**src/rtl/sd_write_stream_dat.sv**
```systemverilog
// SDIO 4-bit DAT transmit engine: preamble, start nibble, payload, per-lane CRC16, end nibble.
// Optional block abort is compiled in with `define SD_WRITE_ABORT_EN.
module sd_write_stream_dat #(
    parameter int WAIT_CLOCKS = 2
) (
    input  logic       clock,
    input  logic       reset_n,
    input  logic       sd_clock,
    input  logic       write_strobe,
    input  logic [8:0] data_count,
    output logic       byte_request,
    input  logic [7:0] byte_in,
    input  logic       abort,
    output logic [3:0] sd_data,
    output logic       sd_data_oe,
    output logic       busy,
    output logic       write_all_strobe,
    output logic       aborted
);

    localparam logic [2:0] S_IDLE  = 3'd0;
    localparam logic [2:0] S_WAIT  = 3'd1;
    localparam logic [2:0] S_PRE   = 3'd2;
    localparam logic [2:0] S_START = 3'd3;
    localparam logic [2:0] S_DATA  = 3'd4;
    localparam logic [2:0] S_CRC   = 3'd5;
    localparam logic [2:0] S_END   = 3'd6;
    localparam logic [2:0] S_DONE  = 3'd7;

    localparam logic [3:0] WAIT_LAST = 4'(WAIT_CLOCKS - 1);
    localparam logic [3:0] NIB_IDLE  = 4'hF;

    logic [2:0]       sclk_q;
    logic             fall;
    logic [2:0]       state_q, state_d;
    logic [3:0]       wcnt_q, wcnt_d;
    logic [9:0]       nib_q, nib_d;
    logic [9:0]       ntot_q, ntot_d;
    logic [8:0]       bcnt_q, bcnt_d;
    logic [7:0]       byte_q;
    logic [3:0]       lo_q, lo_d;
    logic [3:0][15:0] crc_q, crc_d;
    logic [3:0]       sd_q, sd_d;
    logic             oe_q, oe_d;
    logic             req_q, req_d;
    logic             busy_q, busy_d;
    logic             wall_q, wall_d;
    logic             abrt_q, abrt_d;
    logic             abp_q, abp_d;
    logic             abort_req;
    logic             accept;
    logic             cut;
    logic [3:0]       nv;
    logic [3:0]       cidx;

`ifdef SD_WRITE_ABORT_EN
    assign abort_req = abort;
`else
    logic unused_abort;
    assign unused_abort = abort;
    assign abort_req    = 1'b0;
`endif

    function automatic logic [15:0] crc16_step(
        input logic [15:0] c,
        input logic        b
    );
        logic fb;
        fb = b ^ c[15];
        return {c[14:0], 1'b0} ^ (fb ? 16'h1021 : 16'h0000);
    endfunction

    // sclk_q[2] is the oldest sample; a falling edge is old=1, newer=0
    assign fall   = sclk_q[2] & ~sclk_q[1];
    assign accept = (state_q == S_IDLE) && write_strobe
                    && (data_count != 9'd0);
    assign cut    = abp_q && (state_q != S_IDLE)
                    && (state_q != S_END) && (state_q != S_DONE);
    assign nv     = nib_q[0] ? lo_q : byte_q[7:4];
    assign cidx   = 4'd15 - nib_q[3:0];

    always_comb begin
        state_d = state_q;
        wcnt_d  = wcnt_q;
        nib_d   = nib_q;
        ntot_d  = ntot_q;
        bcnt_d  = bcnt_q;
        lo_d    = lo_q;
        crc_d   = crc_q;
        sd_d    = sd_q;
        oe_d    = oe_q;
        busy_d  = busy_q;
        abrt_d  = abrt_q;
        req_d   = 1'b0;
        wall_d  = 1'b0;
        abp_d   = abp_q | (abort_req & busy_q);

        if (accept) begin
            busy_d  = 1'b1;
            abrt_d  = 1'b0;
            abp_d   = 1'b0;
            crc_d   = '0;
            bcnt_d  = data_count;
            ntot_d  = {data_count, 1'b0};
            wcnt_d  = 4'd0;
            state_d = (WAIT_CLOCKS == 0) ? S_PRE : S_WAIT;
        end else if (fall && cut) begin
            sd_d    = NIB_IDLE;
            state_d = S_DONE;
        end else if (fall) begin
            unique case (state_q)
                S_IDLE: begin
                    state_d = S_IDLE;
                end
                S_WAIT: begin
                    wcnt_d = wcnt_q + 4'd1;
                    if (wcnt_q == WAIT_LAST) begin
                        state_d = S_PRE;
                    end
                end
                S_PRE: begin
                    oe_d    = 1'b1;
                    sd_d    = NIB_IDLE;
                    state_d = S_START;
                end
                S_START: begin
                    sd_d    = 4'h0;
                    req_d   = 1'b1;
                    bcnt_d  = bcnt_q - 9'd1;
                    nib_d   = 10'd0;
                    state_d = S_DATA;
                end
                S_DATA: begin
                    sd_d = nv;
                    for (int i = 0; i < 4; i++) begin
                        crc_d[i] = crc16_step(crc_q[i], nv[i]);
                    end
                    // low nibble is parked so the prefetch can overwrite byte_q
                    if (!nib_q[0]) begin
                        lo_d = byte_q[3:0];
                        if (bcnt_q != 9'd0) begin
                            req_d  = 1'b1;
                            bcnt_d = bcnt_q - 9'd1;
                        end
                    end
                    if (nib_q == ntot_q - 10'd1) begin
                        nib_d   = 10'd0;
                        state_d = S_CRC;
                    end else begin
                        nib_d = nib_q + 10'd1;
                    end
                end
                S_CRC: begin
                    sd_d  = {crc_q[3][cidx], crc_q[2][cidx],
                             crc_q[1][cidx], crc_q[0][cidx]};
                    nib_d = nib_q + 10'd1;
                    if (nib_q[3:0] == 4'hF) begin
                        state_d = S_END;
                    end
                end
                S_END: begin
                    sd_d    = NIB_IDLE;
                    state_d = S_DONE;
                end
                S_DONE: begin
                    oe_d    = 1'b0;
                    sd_d    = NIB_IDLE;
                    wall_d  = 1'b1;
                    busy_d  = 1'b0;
                    abrt_d  = abp_q;
                    abp_d   = 1'b0;
                    state_d = S_IDLE;
                end
            endcase
        end
    end

    always_ff @(posedge clock or negedge reset_n) begin
        if (!reset_n) begin
            sclk_q  <= 3'b000;
            state_q <= S_IDLE;
            wcnt_q  <= 4'd0;
            nib_q   <= 10'd0;
            ntot_q  <= 10'd0;
            bcnt_q  <= 9'd0;
            byte_q  <= 8'd0;
            lo_q    <= 4'd0;
            crc_q   <= '0;
            sd_q    <= NIB_IDLE;
            oe_q    <= 1'b0;
            req_q   <= 1'b0;
            busy_q  <= 1'b0;
            wall_q  <= 1'b0;
            abrt_q  <= 1'b0;
            abp_q   <= 1'b0;
        end else begin
            sclk_q  <= {sclk_q[1:0], sd_clock};
            state_q <= state_d;
            wcnt_q  <= wcnt_d;
            nib_q   <= nib_d;
            ntot_q  <= ntot_d;
            bcnt_q  <= bcnt_d;
            lo_q    <= lo_d;
            crc_q   <= crc_d;
            sd_q    <= sd_d;
            oe_q    <= oe_d;
            req_q   <= req_d;
            busy_q  <= busy_d;
            wall_q  <= wall_d;
            abrt_q  <= abrt_d;
            abp_q   <= abp_d;
            if (req_q) begin
                byte_q <= byte_in;
            end
        end
    end

    assign byte_request     = req_q;
    assign sd_data          = sd_q;
    assign sd_data_oe       = oe_q;
    assign busy             = busy_q;
    assign write_all_strobe = wall_q;
    assign aborted          = abrt_q;

endmodule

```
**config.mk**
```make
export PLATFORM = sky130hd
export DESIGN_NAME = sd_write_stream_dat
export DESIGN_NICKNAME = d
export VERILOG_FILES = /design/src/rtl/sd_write_stream_dat.sv
export SDC_FILE = /design/constraint.sdc
export NUM_CORES = 1
export LEC_CHECK = 0
export ABC_CLOCK_PERIOD_IN_PS = 2600
export CAP_MARGIN = 20
export CELL_PAD_IN_SITES_DETAIL_PLACEMENT = 0
export CELL_PAD_IN_SITES_GLOBAL_PLACEMENT = 1
export CORE_ASPECT_RATIO = 0.8
export CORE_UTILIZATION = 44
export CTS_CLUSTER_SIZE = 25
export DETAILED_ROUTE_END_ITERATION = 10
export PLACE_DENSITY_LB_ADDON = 0.3
export RECOVER_POWER = 100
export SLEW_MARGIN = 20
export SYNTH_ARGS = -nofsm -noshare
export SYNTH_HDL_FRONTEND = slang
export SYNTH_SLANG_ARGS = --single-unit
```
**constraint.sdc**
```tcl
create_clock -name clock -period 2.6 [get_ports clock]
set_input_delay 0.78 -clock clock [delete_from_list [all_inputs] [get_ports clock]]
set_output_delay 0.78 -clock clock [all_outputs]
set_load 0.1 [all_outputs]
```
; ---- After elaboration in Yosys (flattened, before gate mapping)
; Index checks and enable logic that the tools add are counted.
[word_totals]
regBits = 124
input_bits = 22
out_inout_bits = 9
elab_cells = 146
[classes]
add_sub_neg = 5
magnitude_cmp = 1
eq_ne = 18
muxes = 59
n_bitwise = 13
n_reduce_logical = 31
[ops]
columns = cell, count
row1 = 2-to-1 mux 64 bit, 4
row2 = XOR 16 x 13 -> 16 bit, 4
row3 = 2-to-1 mux 13 bit, 4
row4 = 2-to-1 mux 9 bit, 5
row5 = case mux 10 bit (3 select lines), 1
row6 = 2-to-1 mux 4 bit, 7
row7 = 2-to-1 mux 1 bit, 22
row8 = case mux 3 bit (7 select lines), 1
row9 = 2-to-1 mux 3 bit, 6
row10 = case mux 9 bit (2 select lines), 1
row11 = nonzero test 9 bit, 2
row12 = binary-select mux 1 bit (select 4 bit), 4
row13 = case mux 4 bit (4 select lines), 1
row14 = "== test 3 bit, second input constant", 4
row15 = "inequality test 3 bit, second input constant", 4
row16 = "inequality test 4 bit, second input constant", 3
row17 = AND reduction 3 bit, 4
row18 = AND reduction 4 bit, 3
row19 = nonzero test 2 bit, 6
row20 = nonzero test 3 bit, 4
row21 = "adder 10 x 1 -> 10 bit, second input constant", 1
row22 = == test 10 bit, 1
row23 = 2-to-1 mux 10 bit, 1
row24 = AND reduction 5 bit, 2
row25 = other kinds (19), 32

; ---- Longest topological paths before layout
[depth]
word_depth = 8
depth_mapped = 11
mapped_depth_nobuf = 9

; ---- Least setup slack after synthesis
; OpenSTA, ideal clock, no wires.
[synth_path]
kind = input-to-reg
startpoint = input port data_count[3]
endpoint = register crc_q[48] (netlist name)
arrival_ns = 2.329
required_time_ns = 2.517
setup_slack_ns = 0.188
cell_stages = 10
path_buffers = 3
path_cell_list = nor4_1 nand3_1 nand2_1 nand2_1 nor3_1 buf_2 buf_2 buf_2 nand2_1 o21ai_0
[synth_via]
elab_chain_cells = 4
elab_cells_between_ends = 7
classes_between = 1 x eq/ne / 1 x mux / 5 x reduce/logical
[synth_lines]
columns = item, line
row1 = from (decl), 10  ; input logic [8:0] data_count,
row2 = nonzero test 9 bit *, 76  ; && (data_count != 9'd0);
row3 = logical AND 1 bit *, 76
row4 = inequality test 2 bit (no line) or nonzero test 2 bit (tied branches), -
row5 = AND reduction 3 bit (no line), -
row6 = to (signal assigned), 204  ; crc_q <= crc_d;
row7 = to (decl), 42  ; logic [3:0][15:0] crc_q, crc_d;
; Mark *: on every way between the ends. The rest lies on a longest branch, timed or not.
; A chain may end at the register's enable or synchronous reset.

; ---- Worst setup path in the final report
[layout_path]
startpoint = register ntot_q[1]
endpoint = register nib_q[0]
[layout_via]
elab_chain_cells = 4
[layout_lines]
columns = item, line
row1 = from (decl), 38  ; logic [9:0] ntot_q, ntot_d;
row2 = from (signal assigned), 201  ; ntot_q <= ntot_d;
row3 = subtractor 10 x 1 -> 10 bit, 146  ; if (nib_q == ntot_q - 10'd1) begin
row4 = == test 10 bit, 146
row5 = 2-to-1 mux 10 bit, 146
row6 = case mux 10 bit (3 select lines), 111  ; unique case (state_q)
row7 = to (signal assigned), 200  ; nib_q <= nib_d;
row8 = to (decl), 37  ; logic [9:0] nib_q, nib_d;
; Every way passes these cells.

==> impl_metrics.json <==
{
  "clkTransAtPathRegs_ns": 0.06,
  "post_synthesis_async_set_or_reset_flop_share": 1.000,
  "clock_tree_from_tritoncts": "yes",
  "hold_viol": 0,
  "r2r_slack_ns": 0.09,
  "average_footprint_of_a_synthesized_cell_sq_um": 10.10,
  "slew_viol_final": 32,
  "rr_endpoint": "nib_q[0]",
  "core_area_sq_mm": 0.01360,
  "gr-usage-all-layers": 0.2138,
  "port-buffer-count": 28,
  "worstMarginPinSlew_ns": 2.020,
  "clock_sinks": 122,
  "cts_root_buffer": "sky130_fd_sc_hd__clkbuf_16",
  "post_drt_wl_per_cell_um": 16.40,
  "synth.top_cell.area_share": 0.4809,
  "synth_ff_type": "sky130_fd_sc_hd__dfrtp_1",
  "viasPerCell": 5.393,
  "levels_on_crit_path": 8,
  "period_minus_slack_ns": 2.511,
  "syn-cell-area_sq_mm": 0.006140,
  "num-nets-final": 690,
  "crit_path_start_kind": "flop",
  "cp-end-kind": "flop",
  "ys_types": 55,
  "synthDominantAreaCellType": "sky130_fd_sc_hd__dfrtp_1",
  "grt_max_degree": 66,
  "initial_utilization": 0.4515,
  "first_global_vias": 4585,
  "dr.first_iter.drc_count": 240,
  "crit_fanout": 10,
  "mostFrequentLayoutCells": "sky130_fd_sc_hd__nand2_1 (152), sky130_fd_sc_hd__dfrtp_1 (118), sky130_fd_sc_hd__o21ai_0 (78)",
  "failed_checks": "capacitance limit, slew limit",
  "clock_tree.htree_level_count": 4,
  "syn_inst": 608,
  "cts_made_buffers": 17,
  "vias": 4611,
  "power-per-cell-area_mw_per_mm2": 1107,
  "hold_class": "reg2reg",
  "antenna_violations_before_repair": 0,
  "detail_route.drc_violations": 0,
  "numPlacedInstances": 821,
  "max_cap_viol_count": 1,
  "setup_tns_ns": 0,
  "count_of_antenna_violating_nets_left_after_detailed_routing": 0,
  "timing.reg2reg.worst_path_depth": 8,
  "post_layout_nonfiller_instances": 855,
  "flow.area_growth_from_synthesis_pct": 21.42,
  "max-vdd-ir-drop_mv": 0.7796,
  "endpoint": "nib_q[0]",
  "layout.cells.most_common": "sky130_fd_sc_hd__nand2_1",
  "gpl.final_weighted_congestion": 0.8264,
  "final_layout_size_suffix_gt1_frac": 0.2000,
  "worst-path-buf-inv": 1,
  "slew_margin_rel": -0.3467,
  "crit_path_start": "ntot_q[1]",
  "synth-seq-area-share": 0.4981,
  "yosysWarnings": 0,
  "cpLargestDelayFamily": "compound AO/OA/AOI/OAI gates",
  "post_route_clock_period_utilization": 0.9660,
  "n_antenna_cell": 0,
  "min_path_cells": 0,
  "insertion_delay_ns": 0.42,
  "chipWidth_um": 134.1,
  "ios": 31,
  "p_leak_nw": 3.155,
  "cells_traversed_along_the_worst_timing_path": "or4_4, o21bai_1, mux2i_1, a311oi_2, o41ai_4, buf_6, nor2_4, mux2_2",
  "synth.net_count": 636,
  "first_pass_iters": 4,
  "class_of_the_most_critical_setup_path": "reg2reg",
  "worst_path_max_delay_cell": "sky130_fd_sc_hd__or4_4",
  "worstPathRequired_ns": 2.90,
  "dp_hpwl_mm": 9.381,
  "arrival_ns": 2.81,
  "layout_skew_ns": 0.009634,
  "fp.dieArea_sq_mm": 0.01443,
  "placementRows": 38,
  "finalWirelength_mm": 14.02,
  "synth_top_cells_by_area": "sky130_fd_sc_hd__dfrtp_1 (48%), sky130_fd_sc_hd__nand2_1 (9.3%), sky130_fd_sc_hd__mux4_2 (7.3%)",
  "cpPeakStageDelay_ns": 0.57,
  "fmax_mhz": 398.2,
  "cts_hold_buf": 0,
  "floorplan.die.height_um": 107.7,
  "number_of_enable_type_register_cells_in_the_synthesized_netlist": 0,
  "grt_pass1_wl_mm": 23.45,
  "setup_viol": 0,
  "worst_r2r_src": "ntot_q[1]",
  "cts_max_path_buffers": 2,
  "run_status": "finished, violations left",
  "grt_overflow_total": 0,
  "synth-seq-cells": 122
}
registers in the layout, indices dropped and copies added (netlist names):
signal            cells
busy                  1
byte_request          1
wcnt_q                4
sclk_q                3
sd_data_oe            1
crc_q                64
state_q               3
sd_data               4
ntot_q                9
byte_q                8
lo_q                  4
nib_q                10
bcnt_q                9
write_all_strobe      1
per-layer routing:
layer,vias to the layer above,wire length (um),GRT usage
met4,0,131,0.06260
li1,2221,-,-
met1,2302,6967,0.2997
met2,77,6367,0.3279
met5,-,0,0
met3,11,557,0.05320
cell families (layout without fill, tap and decap cells):
| logic type | count (synthesis) | count (layout) | synth area share |
|---|---|---|---|
| flops | 122 | 122 | 0.4981 |
| other cells | 1 | 1 | 0.0006108 |
| buf+inv | 49 | 116 | 0.03648 |
| compound gates | 123 | 123 | 0.1264 |
| fa+ha+maj | 6 | 6 | 0.01223 |
| simple gates | 236 | 236 | 0.1726 |
| xor+xnor | 33 | 33 | 0.04830 |
| mux | 38 | 38 | 0.1054 |
stage by stage:
step / hold WS (ns) / power [mW] / setup slack, ns / utilization / cell area (sq um)
5_1_grt: 0.3707 / 8.735 / -0.01875 / 0.5482 / 7455
2_1_floorplan: 0.3312 / 4.923 / 0.1881 / - / 6140
6_report: 0.3461 / 8.256 / 0.08850 / 0.5482 / 7455
4_1_cts: 0.3258 / 8.331 / 0.06879 / 0.5506 / 7487
3_5_place_dp: 0.3347 / 5.769 / -0.3318 / 0.5040 / 6853
3_3_place_gp: 0.3328 / 5.678 / -0.3154 / 0.5040 / 6853
repair_timing:
item	in CTS	in global routing
resized for setup	0	9
setup buffers	0	1
hold endpoints to repair	0	0
endpoints found under the setup margin	0	39
worst min-delay path by stage:
stage,start,end
after floorplan,sclk_q[0],sclk_q[1]
after global placement,sclk_q[0],sclk_q[1]
after detailed placement,sclk_q[0],sclk_q[1]
after CTS,reset_n,crc_q[5]
after global routing,sclk_q[0],sclk_q[1]
final,sclk_q[0],sclk_q[1]
worst register-to-register path, cell delays in order (launching register included):
cell                       delay (ns)
sky130_fd_sc_hd__dfrtp_1         0.44
sky130_fd_sc_hd__or4_4           0.57
sky130_fd_sc_hd__o21bai_1        0.17
sky130_fd_sc_hd__mux2i_1         0.22
sky130_fd_sc_hd__a311oi_2        0.10
sky130_fd_sc_hd__o41ai_4         0.37
sky130_fd_sc_hd__buf_6           0.18
sky130_fd_sc_hd__nor2_4          0.08
sky130_fd_sc_hd__mux2_2          0.26
Yosys cell counts, drive strengths merged, types with 6 or more instances:
cell / n
nor2b: 8
nand2b: 6
a22o: 9
xnor2: 22
ha: 6
xor2: 11
nor3: 8
o31ai: 7
inv: 8
buf: 16
a211oi: 8
mux4: 20
clkbuf: 24
and3: 8
nand3: 11
nand2: 152
o21ai: 78
nor2: 27
dfrtp: 118
mux2: 13
power breakdown:
part / switching (mW) / total (mW) / internal, mW / leakage [nW]
Sequential: 0.499 / 2.93 / 2.43 / 1.60
Combinational: 1.65 / 2.80 / 1.14 / 1.25
Clock: 0.898 / 2.53 / 1.64 / 0.300
area by class of cell:
class	instances	area, sq um
sequential	122	3058
tap	180	225.2
fill	1234	6143
timing repair buffer	75	611.8
inverter	9	33.78
multi-input combinational	437	2892
clock inverter	13	191.4
clock buffer	19	442.9
(Power assumes the default switching activity.)
